### src/rtl/bcd_serial_addsub_pkg.sv
//==============================================================================
// Module      : bcd_serial_addsub_pkg
// Description : Shared definitions for the digit-serial BCD adder/subtractor:
//               FSM state encoding, BCD constants and DIGITS range bounds.
// Ports       : none (package)
// Revision    : 1.0 - initial release
//==============================================================================
`default_nettype none

package bcd_serial_addsub_pkg;

  // Control FSM encoding.
  typedef enum logic [1:0] {
    ST_IDLE = 2'd0,
    ST_RUN  = 2'd1,
    ST_DONE = 2'd2
  } state_t;

  // Largest legal BCD digit and the decimal-adjust correction.
  localparam logic [3:0] DIGIT_MAX = 4'd9;
  localparam logic [3:0] BCD_CORR  = 4'd6;

  // Legal range of the DIGITS parameter.
  localparam int DIGITS_MIN = 1;
  localparam int DIGITS_MAX = 16;

endpackage

`default_nettype wire

### src/rtl/bcd_serial_addsub_digit_add.sv
//==============================================================================
// Module      : bcd_digit_add
// Description : Combinational one-digit BCD adder with decimal adjust.
// Ports       : a_i, b_i [3:0] - operand digits
//               cin            - carry in
//               digit [3:0]    - corrected BCD sum digit
//               cout           - decimal carry out
// Revision    : 1.0 - initial release
//==============================================================================
`default_nettype none

module bcd_digit_add
  import bcd_serial_addsub_pkg::*;
(
  input  logic [3:0] a_i,
  input  logic [3:0] b_i,
  input  logic       cin,
  output logic [3:0] digit,
  output logic       cout
);

  logic [4:0] w_z;
  logic       w_over;

  assign w_z    = {1'b0, a_i} + {1'b0, b_i} + {4'b0000, cin};
  assign w_over = (w_z > {1'b0, DIGIT_MAX});

  // Adding 6 modulo 16 skips the six unused codes 10..15.
  assign digit = w_over ? (w_z[3:0] + BCD_CORR) : w_z[3:0];
  assign cout  = w_over;

endmodule

`default_nettype wire

### src/rtl/bcd_serial_addsub.sv
//==============================================================================
// Module      : bcd_serial_addsub
// Description : Digit-serial packed-BCD adder/subtractor. One digit per clock,
//               least significant digit first, through a single shared
//               one-digit adder. Subtraction adds the 9's complement of B with
//               an initial carry of 1.
// Ports       : clk, rst_n          - clock, async active-low reset
//               start, sub          - request / operation select (1 = A-B)
//               a, b [4*DIGITS-1:0] - packed BCD operands, digit 0 in [3:0]
//               busy, done          - in progress / one-cycle completion
//               result              - packed BCD result (held until next done)
//               cout                - carry (add) or borrow (sub)
//               err                 - an operand digit was above 9
// Revision    : 1.0 - initial release
//==============================================================================
`default_nettype none

module bcd_serial_addsub
  import bcd_serial_addsub_pkg::*;
#(
  parameter int DIGITS = 4
) (
  input  logic                clk,
  input  logic                rst_n,
  input  logic                start,
  input  logic                sub,
  input  logic [4*DIGITS-1:0] a,
  input  logic [4*DIGITS-1:0] b,
  output logic                busy,
  output logic                done,
  output logic [4*DIGITS-1:0] result,
  output logic                cout,
  output logic                err
);

  localparam int W    = 4 * DIGITS;
  localparam int IDXW = (DIGITS > 1) ? $clog2(DIGITS) : 1;
  localparam logic [IDXW-1:0] c_last_idx = IDXW'(DIGITS - 1);

  if (DIGITS < DIGITS_MIN || DIGITS > DIGITS_MAX) begin : g_digits_range
    $error("bcd_serial_addsub: DIGITS outside 1..16");
  end

  state_t          r_state;
  state_t          w_state_next;
  logic [W-1:0]    r_a;
  logic [W-1:0]    r_b;
  logic            r_sub;
  logic            r_carry;
  logic            r_err_pend;
  logic [IDXW-1:0] r_idx;
  logic [W-1:0]    r_result;
  logic            r_cout;
  logic            r_err;

  logic            w_accept;
  logic            w_last;
  logic [3:0]      w_digit;
  logic            w_dcout;
  logic [W-1:0]    w_acc_next;
  logic [W-1:0]    w_b_cap;
  logic            w_bad;

  assign w_accept = start && (r_state != ST_RUN);
  assign w_last   = (r_state == ST_RUN) && (r_idx == c_last_idx);

  // Operand screening and B preparation at accept time.
  always_comb begin
    w_b_cap = b;
    w_bad   = 1'b0;
    for (int i = 0; i < DIGITS; i++) begin
      if ((a[4*i +: 4] > DIGIT_MAX) || (b[4*i +: 4] > DIGIT_MAX)) begin
        w_bad = 1'b1;
      end
      if (sub) begin
        w_b_cap[4*i +: 4] = DIGIT_MAX - b[4*i +: 4];
      end
    end
  end

  // FSM state register.
  always_ff @(posedge clk or negedge rst_n) begin
    if (!rst_n) begin
      r_state <= ST_IDLE;
    end else begin
      r_state <= w_state_next;
    end
  end

  // FSM next state and status outputs.
  always_comb begin
    w_state_next = r_state;
    busy         = 1'b0;
    done         = 1'b0;
    case (r_state)
      ST_IDLE: begin
        if (start) w_state_next = ST_RUN;
      end
      ST_RUN: begin
        busy = 1'b1;
        if (r_idx == c_last_idx) w_state_next = ST_DONE;
      end
      ST_DONE: begin
        done         = 1'b1;
        w_state_next = start ? ST_RUN : ST_IDLE;
      end
      default: w_state_next = ST_IDLE;
    endcase
  end

  bcd_digit_add u_digit_add (
    .a_i   (r_a[3:0]),
    .b_i   (r_b[3:0]),
    .cin   (r_carry),
    .digit (w_digit),
    .cout  (w_dcout)
  );

  // Partial result: corrected digits enter at the MSD end, so after the last
  // digit the LSD has been shifted down to bits [3:0].
  if (DIGITS > 1) begin : g_acc_multi
    logic [W-5:0] r_acc;

    assign w_acc_next = {w_digit, r_acc};

    always_ff @(posedge clk or negedge rst_n) begin
      if (!rst_n) begin
        r_acc <= '0;
      end else if (w_accept) begin
        r_acc <= '0;
      end else if (r_state == ST_RUN) begin
        r_acc <= w_acc_next[W-1:4];
      end
    end
  end else begin : g_acc_single
    assign w_acc_next = w_digit;
  end

  // Operand shift registers, carry chain and published outputs.
  always_ff @(posedge clk or negedge rst_n) begin
    if (!rst_n) begin
      r_a        <= '0;
      r_b        <= '0;
      r_sub      <= 1'b0;
      r_carry    <= 1'b0;
      r_idx      <= '0;
      r_err_pend <= 1'b0;
      r_result   <= '0;
      r_cout     <= 1'b0;
      r_err      <= 1'b0;
    end else if (w_accept) begin
      r_a        <= a;
      r_b        <= w_b_cap;
      r_sub      <= sub;
      r_carry    <= sub;
      r_idx      <= '0;
      r_err_pend <= w_bad;
    end else if (r_state == ST_RUN) begin
      r_a     <= r_a >> 4;
      r_b     <= r_b >> 4;
      r_carry <= w_dcout;
      if (w_last) begin
        r_idx    <= '0;
        r_err    <= r_err_pend;
        r_result <= r_err_pend ? '0 : w_acc_next;
        // In subtract mode a missing final carry means A < B.
        r_cout   <= r_err_pend ? 1'b0 : (w_dcout ^ r_sub);
      end else begin
        r_idx <= r_idx + IDXW'(1);
      end
    end
  end

  assign result = r_result;
  assign cout   = r_cout;
  assign err    = r_err;

endmodule

`default_nettype wire

### config.mk
export PLATFORM = sky130hd
export DESIGN_NAME = bcd_serial_addsub
export DESIGN_NICKNAME = d
export VERILOG_FILES = /design/src/rtl/bcd_serial_addsub_pkg.sv /design/src/rtl/bcd_serial_addsub_digit_add.sv /design/src/rtl/bcd_serial_addsub.sv
export SDC_FILE = /design/constraint.sdc
export NUM_CORES = 1
export LEC_CHECK = 0
export CELL_PAD_IN_SITES_DETAIL_PLACEMENT = 0
export CELL_PAD_IN_SITES_GLOBAL_PLACEMENT = 1
export CORE_MARGIN = 2
export CORE_UTILIZATION = 48
export CTS_CLUSTER_DIAMETER = 200
export DETAILED_ROUTE_END_ITERATION = 7
export DONT_BUFFER_PORTS = 1
export GPL_TIMING_DRIVEN = 0
export HOLD_SLACK_MARGIN = 0.08
export PLACE_DENSITY_LB_ADDON = 0.3
export SLEW_MARGIN = 5
export SYNTH_ARGS = -nofsm -noshare
export SYNTH_HDL_FRONTEND = slang
export SYNTH_SLANG_ARGS = --single-unit
### constraint.sdc
create_clock -name clk -period 2.7 [get_ports clk]
set_input_delay 0.81 -clock clk [delete_from_list [all_inputs] [get_ports clk]]
set_output_delay 0.81 -clock clk [all_outputs]
set_load 0.01 [all_outputs]
==> insert_results.sql <==
INSERT INTO impl_metrics (metric_group, metric, value, unit) VALUES
('min_path', 'holdCritPathClass', 'in -> async', ''),
('synth', 'postSynthNetCount', '413', ''),
('route', 'vias_per_cell', '5.407', ''),
('clock_network', 'cts_tree', 'built', ''),
('status', 'run_status', 'complete, no violations', ''),
('synth', 'synth_top_family_by_area', 'simple AND/OR/NAND/NOR gates', ''),
('sta', 'max_clock_freq', '0.3810', 'GHz'),
('setup_path', 'worstPathMaxFanout', '8', ''),
('sta', 'final.period_utilization', '97.21', '%'),
('clock_network', 'clk_transition_reported_paths', '80', 'ps'),
('setup_path', 'worstPathCellList', 'fa_1 -> fa_2 -> inv_1 -> ha_1 -> a21o_4 -> or4_1 -> nand3_1', ''),
('synth', 'yosysTopAreaCellShare', '50.31', '%'),
('power', 'seq_power_share', '38.8', '%'),
('clock_network', 'h-tree-depth', '3', ''),
('floorplanning', 'coreArea', '6869', 'sq um'),
('route', 'drc', '0', ''),
('power', 'clock_power_share', '19.4', '%'),
('grt', 'grtUsageTotal', '21.57', '%'),
('synth', 'synth_simple_gate_area_share', '16.22', '%'),
('synth', 'synth.top_cells.by_count', 'dfrtp_1 (69), nand2_1 (65), o21ai_0 (57), mux2i_1 (26), nor2_1 (25)', ''),
('placed_design', 'gp_routability_congestion', '0.7416', ''),
('job', 'max_cap_viol_count', '0', ''),
('sta', 'timing.slew.headroom', '51.25', '%'),
('route', 'antenna_left', '0', ''),
('finish', 'fillers', '643', ''),
('power', 'power.density', '1222', 'nW/um^2'),
('route', 'drt_first_iter_violations', '121', ''),
('synth', 'dominant_cell_by_count_in_the_synthesized_netlist', 'dfrtp_1', ''),
('sta', 'slew_viol_final', '0', ''),
('grt', 'grt_antenna_before_repair', '0', ''),
('synth', 'synth.lib_cells_used.distinct', '35', ''),
('power', 'vdd_drop_max', '0.5483', 'mV'),
('setup_path', 'crit_required', '2990', 'ps'),
('route', 'drt_wl_total', '7535', 'microns'),
('floorplanning', 'die-height', '88.56', 'microns'),
('route', 'drt_first_pass_iters', '4', ''),
('sta', 'worstMarginPinSlew', '731.2', 'ps'),
('placed_design', 'placement.cell_area', '3552', 'sq um'),
('floorplanning', 'placementRows', '30', ''),
('floorplanning', 'dieArea', '7843', 'sq um'),
('synth', 'synth_fa_ha_area_share', '4.448', '%'),
('clock_network', 'ctsHoldBuffers', '0', ''),
('power', 'switching_share', '40.48', '%'),
('setup_path', 'path_class', 'reg -> reg', ''),
('route', 'route.vias.total', '2590', ''),
('placed_design', 'dp_hpwl', '5494', 'microns'),
('synth', 'synthTopCellsByArea', 'dfrtp_1 (50%), o21ai_0 (8.3%), mux2i_1 (7.6%)', ''),
('power', 'p_sw', '1886', 'uW'),
('clock_network', 'clk_path_buf_depth', '2', ''),
('synth', 'postSynth.asyncResetShare', '100.0', '%'),
('finish', 'layout.cell_area.non_filler', '3814', 'sq um'),
('setup_path', 'endpoint_kind', 'flip-flop', ''),
('power', 'share_comb_of_total_power', '41.7', '%'),
('clock_network', 'cts_root_buffer', 'clkbuf_8', ''),
('power', 'power_leakage', '0.001762', 'uW'),
('synth', 'seq_area_frac_synth', '50.31', '%'),
('synth', 'syn-mean-instance-area', '9.377', 'sq um'),
('sta', 'final_total_negative_setup_slack', '0', 'ps'),
('clock_network', 'clk-insertion-delay-late', '350', 'ps'),
('clock_network', 'cts_made_buffers', '9', ''),
('grt', 'grt.overflow.total', '0', ''),
('sta', 'timing_hold_violations_final', '0', ''),
('setup_path', 'cpPeakStageDelay', '620', 'ps'),
('setup_path', 'timing.critical_path.slowest_stage_cell', 'fa_2', ''),
('sta', 'skew', '9.266', 'ps'),
('synth', 'synth_top_area_cell', 'dfrtp_1', ''),
('grt', 'maximum_number_of_pins_on_one_net_before_global_route_repair', '70', ''),
('synth', 'ys.warnings.count', '0', ''),
('floorplanning', 'io_pins', '56', ''),
('synth', 'postSynthRegisterBits', '69', ''),
('sta', 'final_report_setup_violation_count', '0', '');
## final timing paths
path | start | to | slack [ps] | cells past startpoint
max | r_a[0] | result[13] | 80 | 7
max in group asynchronous | rst_n | r_a[2] | 2430 | 0
min reg2reg | r_b[15] | r_b[11] | 490 | 2
min | rst_n | result[11] | 150 | 0
min in group clk | r_b[15] | r_b[11] | 490 | 2
max reg2reg | r_a[0] | result[13] | 80 | 7
## kinds of logic (layout without fill, tap and decap cells)
logic type | Yosys count | in the layout
xor gates and xnor gates | 10 | 10
and+or+nand+nor | 126 | 126
AOI/OAI and AO/OA | 87 | 87
DFF | 69 | 69
muxes | 28 | 28
buffers and inverters | 35 | 52
adders and majority gates | 11 | 11
## stage by stage
stage / util [%] / cells / setup slack, ps / total power, uW
final: 55.52 / 479 / 75.22 / 4659
after global routing: 55.52 / 479 / 3.508 / 5047
after CTS: 54.90 / 478 / 0.5838 / 4533
after detailed placement: 51.71 / 462 / 7.421 / 3615
after global placement: 51.71 / 462 / 61.22 / 3550
after floorplan: - / 366 / 214.0 / 3123
## cells in the final DEF, fill, tap and decap left out, types with 4 or more instances in the layout
cell type,count
a211oi_1,4
xor2_1,4
clkbuf_8,12
ha_1,9
and3_1,4
dfrtp_1,69
buf_1,5
nand2_1,65
mux2i_1,26
clkbuf_1,12
nand2b_1,13
xnor2_1,4
o21ai_0,57
a21oi_1,12
nor2_1,25
inv_1,12
nand3_1,7
## layout make-up
type                    instances  area [sq um]  share of cell area [%]
clock inverters                 4         52.55                   1.378
repair buffers                  2         15.01                  0.3937
clock buffers                  12         165.2                   4.331
flip-flops and latches         69          1727                   45.28
inverters                      13         52.55                   1.378
multi-input cells             262          1598                   41.90
plain buffers                  21         83.83                   2.198
well taps                      96         120.1                   3.150
## sequential cells by signal (all words and copies together), names as in the netlist
register	flops
cout	1
err	1
g_acc_multi.r_acc	12
r_a	16
r_b	16
r_carry	1
r_err_pend	1
r_idx	2
r_state	2
r_sub	1
result	16
## power by group through the flow
stage               Sequential, uW  Combinational [uW]  Clock, uW
floorplan                     1730                1390          0
detailed placement            1840                1780          0
CTS                           1820                1790        926
finish                        1810                1940        906
global placement              1820                1730          0
global route                  1870                2210        970
## critical path, delay by kind of cell (launching register included)
| family | cells | cell delay (ps) |
|---|---|---|
| compound gates | 1 | 240 |
| fa+ha+maj | 3 | 1310 |
| buf+inv | 1 | 60 |
| flops | 1 | 400 |
| simple gates | 2 | 560 |
## repair_timing
action,CTS,global route
cloned,0,0
gates resized for setup,1,8
setup buffers,0,2
pin swaps,0,1
endpoints found under the setup margin,1,7
## routing by layer
layer	track usage [%]	vias up	routed length, microns
li1	-	1266	-
met1	26.84	1252	3281
met2	35.68	58	3658
met3	6.437	14	428
met4	7.989	0	165
met5	0	-	0
Power figures use the tool's default switching activity.
==> edit 1: new RTL, config.mk and constraints unchanged <==
Add an input register stage for `start`, `sub`, `a` and `b`, without a reset; this delays them by one clock.
--- a/src/rtl/bcd_serial_addsub.sv
+++ b/src/rtl/bcd_serial_addsub.sv
@@ -39,2 +39,14 @@
 
+  logic start_q;
+  logic sub_q;
+  logic [4*DIGITS-1:0] a_q;
+  logic [4*DIGITS-1:0] b_q;
+
+  always_ff @(posedge clk) begin
+    start_q <= start;
+    sub_q   <= sub;
+    a_q     <= a;
+    b_q     <= b;
+  end
+
   if (DIGITS < DIGITS_MIN || DIGITS > DIGITS_MAX) begin : g_digits_range
@@ -63,3 +75,3 @@
 
-  assign w_accept = start && (r_state != ST_RUN);
+  assign w_accept = start_q && (r_state != ST_RUN);
   assign w_last   = (r_state == ST_RUN) && (r_idx == c_last_idx);
@@ -68,10 +80,10 @@
   always_comb begin
-    w_b_cap = b;
+    w_b_cap = b_q;
     w_bad   = 1'b0;
     for (int i = 0; i < DIGITS; i++) begin
-      if ((a[4*i +: 4] > DIGIT_MAX) || (b[4*i +: 4] > DIGIT_MAX)) begin
+      if ((a_q[4*i +: 4] > DIGIT_MAX) || (b_q[4*i +: 4] > DIGIT_MAX)) begin
         w_bad = 1'b1;
       end
-      if (sub) begin
-        w_b_cap[4*i +: 4] = DIGIT_MAX - b[4*i +: 4];
+      if (sub_q) begin
+        w_b_cap[4*i +: 4] = DIGIT_MAX - b_q[4*i +: 4];
       end
@@ -96,3 +108,3 @@
       ST_IDLE: begin
-        if (start) w_state_next = ST_RUN;
+        if (start_q) w_state_next = ST_RUN;
       end
@@ -104,3 +116,3 @@
         done         = 1'b1;
-        w_state_next = start ? ST_RUN : ST_IDLE;
+        w_state_next = start_q ? ST_RUN : ST_IDLE;
       end
@@ -151,6 +163,6 @@
     end else if (w_accept) begin
-      r_a        <= a;
+      r_a        <= a_q;
       r_b        <= w_b_cap;
-      r_sub      <= sub;
-      r_carry    <= sub;
+      r_sub      <= sub_q;
+      r_carry    <= sub_q;
       r_idx      <= '0;
Function: changed (Yosys sat finds a counterexample within 4 cycles, from zero or initial values and one cycle with rst_n low).
==> edit 1 against the original RTL <==
- design area is 17% higher
- worst setup slack better by 0.016 ns
- wire length is 8.0% higher
- count of clock-buffer cells in the layout shrank 2
- sequential cell count increased by 34
- final cell count rose by 9.2%
- synthesized area grew 20%
- largest power group is now sequential cells
- total power up 11%
==> edit 1: results (changes against the original RTL) <==
[status]
status = complete, no violations  ; unchanged

[global_routing]
antenna_found_initial = 0  ; unchanged
grt_pass1_wl_um = 13200  ; was 12,900 um
use_met3 = 0.0326  ; was 0.0644
met2_usage = 0.305  ; was 0.357
grt_max_degree = 70  ; unchanged
met1_usage = 0.253  ; was 0.268
grt_pass1_vias = 2741  ; was 2,677
track_usage = 0.188  ; was 0.216

[cts]
clk_pin_slew_ns = 0.10  ; was 0.08 ns
h-tree-depth = 3  ; unchanged
clock-root-buffer = clkbuf_8  ; unchanged
worstSkewPairLatency_ns = 0.37  ; was 0.35 ns

[yosys]
yosysWarnings = 0  ; unchanged
synthTopCellsByArea = dfrtp_1, dfxtp_1, o21ai_0  ; was dfrtp_1, o21ai_0, mux2i_1
yosysSeqAreaShare = 0.585  ; was 0.503
synth-main-ff-cell = dfrtp_1  ; unchanged
synthTopCellsByCount = dfrtp_1, nand2_1, o21ai_0, dfxtp_1, mux2i_1  ; was dfrtp_1, nand2_1, o21ai_0, mux2i_1, nor2_1
syn-num-nets = 447  ; was 413
ys_async_sr_fraction = 0.670  ; was 1.00
synth_cell_types = 36  ; was 35

[routing]
drt_iter0_drc = 97  ; was 121
viasPerCell = 5.45  ; was 5.41
routedWlPerCell_um = 15.6  ; was 15.7 um

[sta]
setup_viol = 0  ; unchanged
finalClockSkew_ns = 0.0116  ; was 0.00927 ns
timing.hold.ws_ns = 0.129  ; was 0.151 ns
tightest_slew_ns = 0.712  ; was 0.731 ns

[place]
routabilityCongestion = 0.797  ; was 0.742
dpl.hpwl_um = 5830  ; was 5490 um
io_buffer_count = 0  ; unchanged
pre_cts_ws_ns = -0.00200  ; was 0.00742 ns

[worst_setup_path]
reg2reg_to = g_acc_multi.r_acc[9]  ; was result[13]
r2r_setup_slack_ns = 0.09  ; was 0.08 ns
reg2reg_depth = 7  ; unchanged
r2r-start = r_a[0]  ; unchanged

[cells_and_area]
fillerInstances = 776  ; was 643
n_antenna_cell = 0  ; unchanged
layout-drive-gt1-share = 0.0694  ; was 0.0809
final_nets = 460  ; was 425

[power]
p_switching_mw = 2.04  ; was 1.89 mW
peakVddDrop_v = 0.000511  ; was 0.000548 V
p_leak_nw = 2.03  ; was 1.76 nW

## edit 1: cell types whose count changed after synthesis, sizes merged
cell / delta
dfxtp: +34
## edit 1: per-layer routing
layer / part of all wire / vias to the layer above
met1: 0.47 / 1394
met5: 0 / -
met2: 0.47 / 69
met3: 0.040 / 14
li1: - / 1375
met4: 0.020 / 0
## edit 1: what timing repair did
action,CTS,global route
gates resized for setup,3,3
buffers inserted,0,2
pin swaps,0,1
setup endpoints to repair,5,6
## edit 1: kinds of logic after synthesis
logic type                 after synthesis  synth area share
AOI/OAI and AO/OA                       87             0.118
xor gates and xnor gates                10            0.0231
adders and majority gates               11            0.0371
buffers and inverters                   35            0.0326
DFF                                    103             0.585
muxes                                   28            0.0688
and+or+nand+nor                        126             0.135
## edit 1: critical path, stage by stage (launching register included)
cell and delay, ns:
dfrtp_1 0.42, fa_2 0.42, fa_2 0.62, inv_1 0.07, ha_1 0.20, a21o_2 0.25, or4_1 0.48, nand3_1 0.09
## edit 1: cell type report
type	instances	area share
Buffer	22	0.0196
Clock buffer	10	0.0308
Clock inverter	6	0.0118
Inverter	13	0.0109
Multi-Input combinational cell	262	0.355
Sequential cell	103	0.539
Tap cell	105	0.0294
Timing Repair Buffer	2	0.00336
## edit 1: power by group through the flow
stage | Sequential (mW) | Clock, mW | Combinational [mW]
after global placement | 2.36 | 0 | 1.74
after global routing | 2.40 | 1.00 | 2.16
after floorplan | 2.27 | 0 | 1.39
after detailed placement | 2.37 | 0 | 1.79
after CTS | 2.34 | 0.942 | 1.82
final | 2.33 | 0.924 | 1.90
## edit 1: worst max path at each step
| stage | slack (ns) | cells after the start | to | start |
|---|---|---|---|---|
| after floorplan | 0.21 | 7 | g_acc_multi.r_acc[9] | r_a[0] |
| after global placement | 0.05 | 7 | g_acc_multi.r_acc[10] | r_a[0] |
| after detailed placement | -0.002 | 7 | result[13] | r_a[0] |
| after CTS | 0.01 | 7 | result[13] | r_a[0] |
| after global routing | 0.006 | 7 | result[13] | r_a[0] |
| final | 0.09 | 7 | g_acc_multi.r_acc[9] | r_a[0] |
## edit 1: stage by stage
step           instances  cell area (sq um)
3_3_place_gp         505               4240
2_1_floorplan        400               4110
6_report             523               4470
4_1_cts              521               4440
5_1_grt              523               4470
3_5_place_dp         505               4240
==> edit 2: new RTL, config.mk and constraints unchanged <==
Made on the original files. `DIGITS`: 4 -> 8. Comments in the files are not updated.
--- a/src/rtl/bcd_serial_addsub.sv
+++ b/src/rtl/bcd_serial_addsub.sv
@@ -20,3 +20,3 @@
 #(
-  parameter int DIGITS = 4
+  parameter int DIGITS = 8
 ) (
Ports: changed (resized a, b and result); port bits go from 56 to 104. The function was not compared with the original's and may differ.
==> edit 2 against the original RTL <==
- the flow now finishes with violations (setup timing)
- first-iteration DRC count rose by 130%
- final cell count rose by 89%
- synthesized area rose by 89%
- sequential power rose by 99%
- clock power rose by 140%
- worst setup slack got worse by 0.12 ns
- total power rose by 94%
- design area rose by 95%
- wire length rose by 110%
- sequential cell count rose by 65
- global-route usage rose by 1.8 points
- critical endpoint is now result[30]
- largest power group is now sequential cells
- highest routed layer unchanged
==> edit 2: results (changes against the original RTL) <==
[worst_setup_path]
reg2reg_to = result[30]  ; was result[13]
cp_slowest_stage_delay_ns = 0.55  ; was 0.62 ns
crit_arrival_ns = 3.07  ; was 2.91 ns

[yosys]
synthTopCellsByArea = dfrtp_1, nand2_1, o21ai_0  ; was dfrtp_1, o21ai_0, mux2i_1
synth_cell_types = 33  ; was 35
synthTopCellsByCount = nand2_1, dfrtp_1, o21ai_0, mux2i_1, clkbuf_1  ; was dfrtp_1, nand2_1, o21ai_0, mux2i_1, nor2_1

[sta]
tightest_slew_ns = 0.765  ; was 0.731 ns
timing.hold.ws_ns = 0.215  ; was 0.151 ns
setup_viol = 2  ; was 0
setup_slack_ns = -0.0473  ; was 0.0752 ns
finalClockSkew_ns = 0.00851  ; was 0.00927 ns

[cells_and_area]
final_nets = 799  ; was 425
layout-drive-gt1-share = 0.0839  ; was 0.0809
fillerInstances = 1217  ; was 643
buf_share = 0.0414  ; was 0.0259
multi_input_area_share = 0.393  ; was 0.419
sequential_cell_total = 134  ; was 69
num-nonclk-inverters = 20  ; was 13

[status]
violations = setup timing
status = complete, but fails checks  ; was complete, no violations

[power]
seq_power_mw = 3.61  ; was 1.81 mW
combPwrFrac = 0.361  ; was 0.417
power_leader = sequential cells  ; was combinational logic
internal_power_mw = 5.68  ; was 2.77 mW
peakVddDrop_v = 0.000485  ; was 0.000548 V

[cts]
clock-root-buffer = clkbuf_16  ; was clkbuf_8
cts_made_buffers = 17  ; was 9
clk_pin_slew_ns = 0.05  ; was 0.08 ns
worstSkewPairLatency_ns = 0.42  ; was 0.35 ns

[routing]
first_pass_iters = 5  ; was 4
routedWlPerCell_um = 17.8  ; was 15.7 um
drt_iter0_drc = 282  ; was 121

[floorplan]
dieArea_sq_um = 14400  ; was 7840 sq um

[global_routing]
use_met3 = 0.0684  ; was 0.0644
met1_usage = 0.295  ; was 0.268
met2_usage = 0.375  ; was 0.357
track_usage = 0.234  ; was 0.216
grt_max_degree = 135  ; was 70
grt_pass1_vias = 5089  ; was 2,677

[place]
dpl.hpwl_um = 11300  ; was 5490 um
routabilityCongestion = 0.858  ; was 0.742

edit 2: cell families (layout without fill, tap and decap cells):
logic type	Yosys count	after routing	share of synthesized area
xor+xnor	19	19	0.0257
buf+inv	68	107	0.0409
simple gates	255	255	0.183
mux	46	46	0.0719
fa+ha+maj	16	16	0.0332
compound gates	150	150	0.128
flops	134	134	0.518
edit 2: routing by layer:
layer | wire (um) | up-vias
met1 | 6860 | 2382
li1 | - | 2362
met3 | 1000 | 28
met2 | 7810 | 136
met4 | 416 | 0
met5 | 0 | -
edit 2: what timing repair did:
action	in CTS	in global routing
hold endpoints to repair	97	69
setup buffers	4	2
gates resized for setup	4	9
pin swaps	2	7
cloned	0	0
endpoints found under the setup margin	6	5
edit 2: through the flow:
stage	std cells	util	area [sq um]	worst slack, ns
after floorplan	688	-	6490	0.00784
after detailed placement	864	0.508	6710	-0.219
after CTS	898	0.554	7300	0.00409
after global placement	864	0.508	6710	-0.153
after global routing	903	0.564	7430	-0.138
final	903	0.564	7430	-0.0473
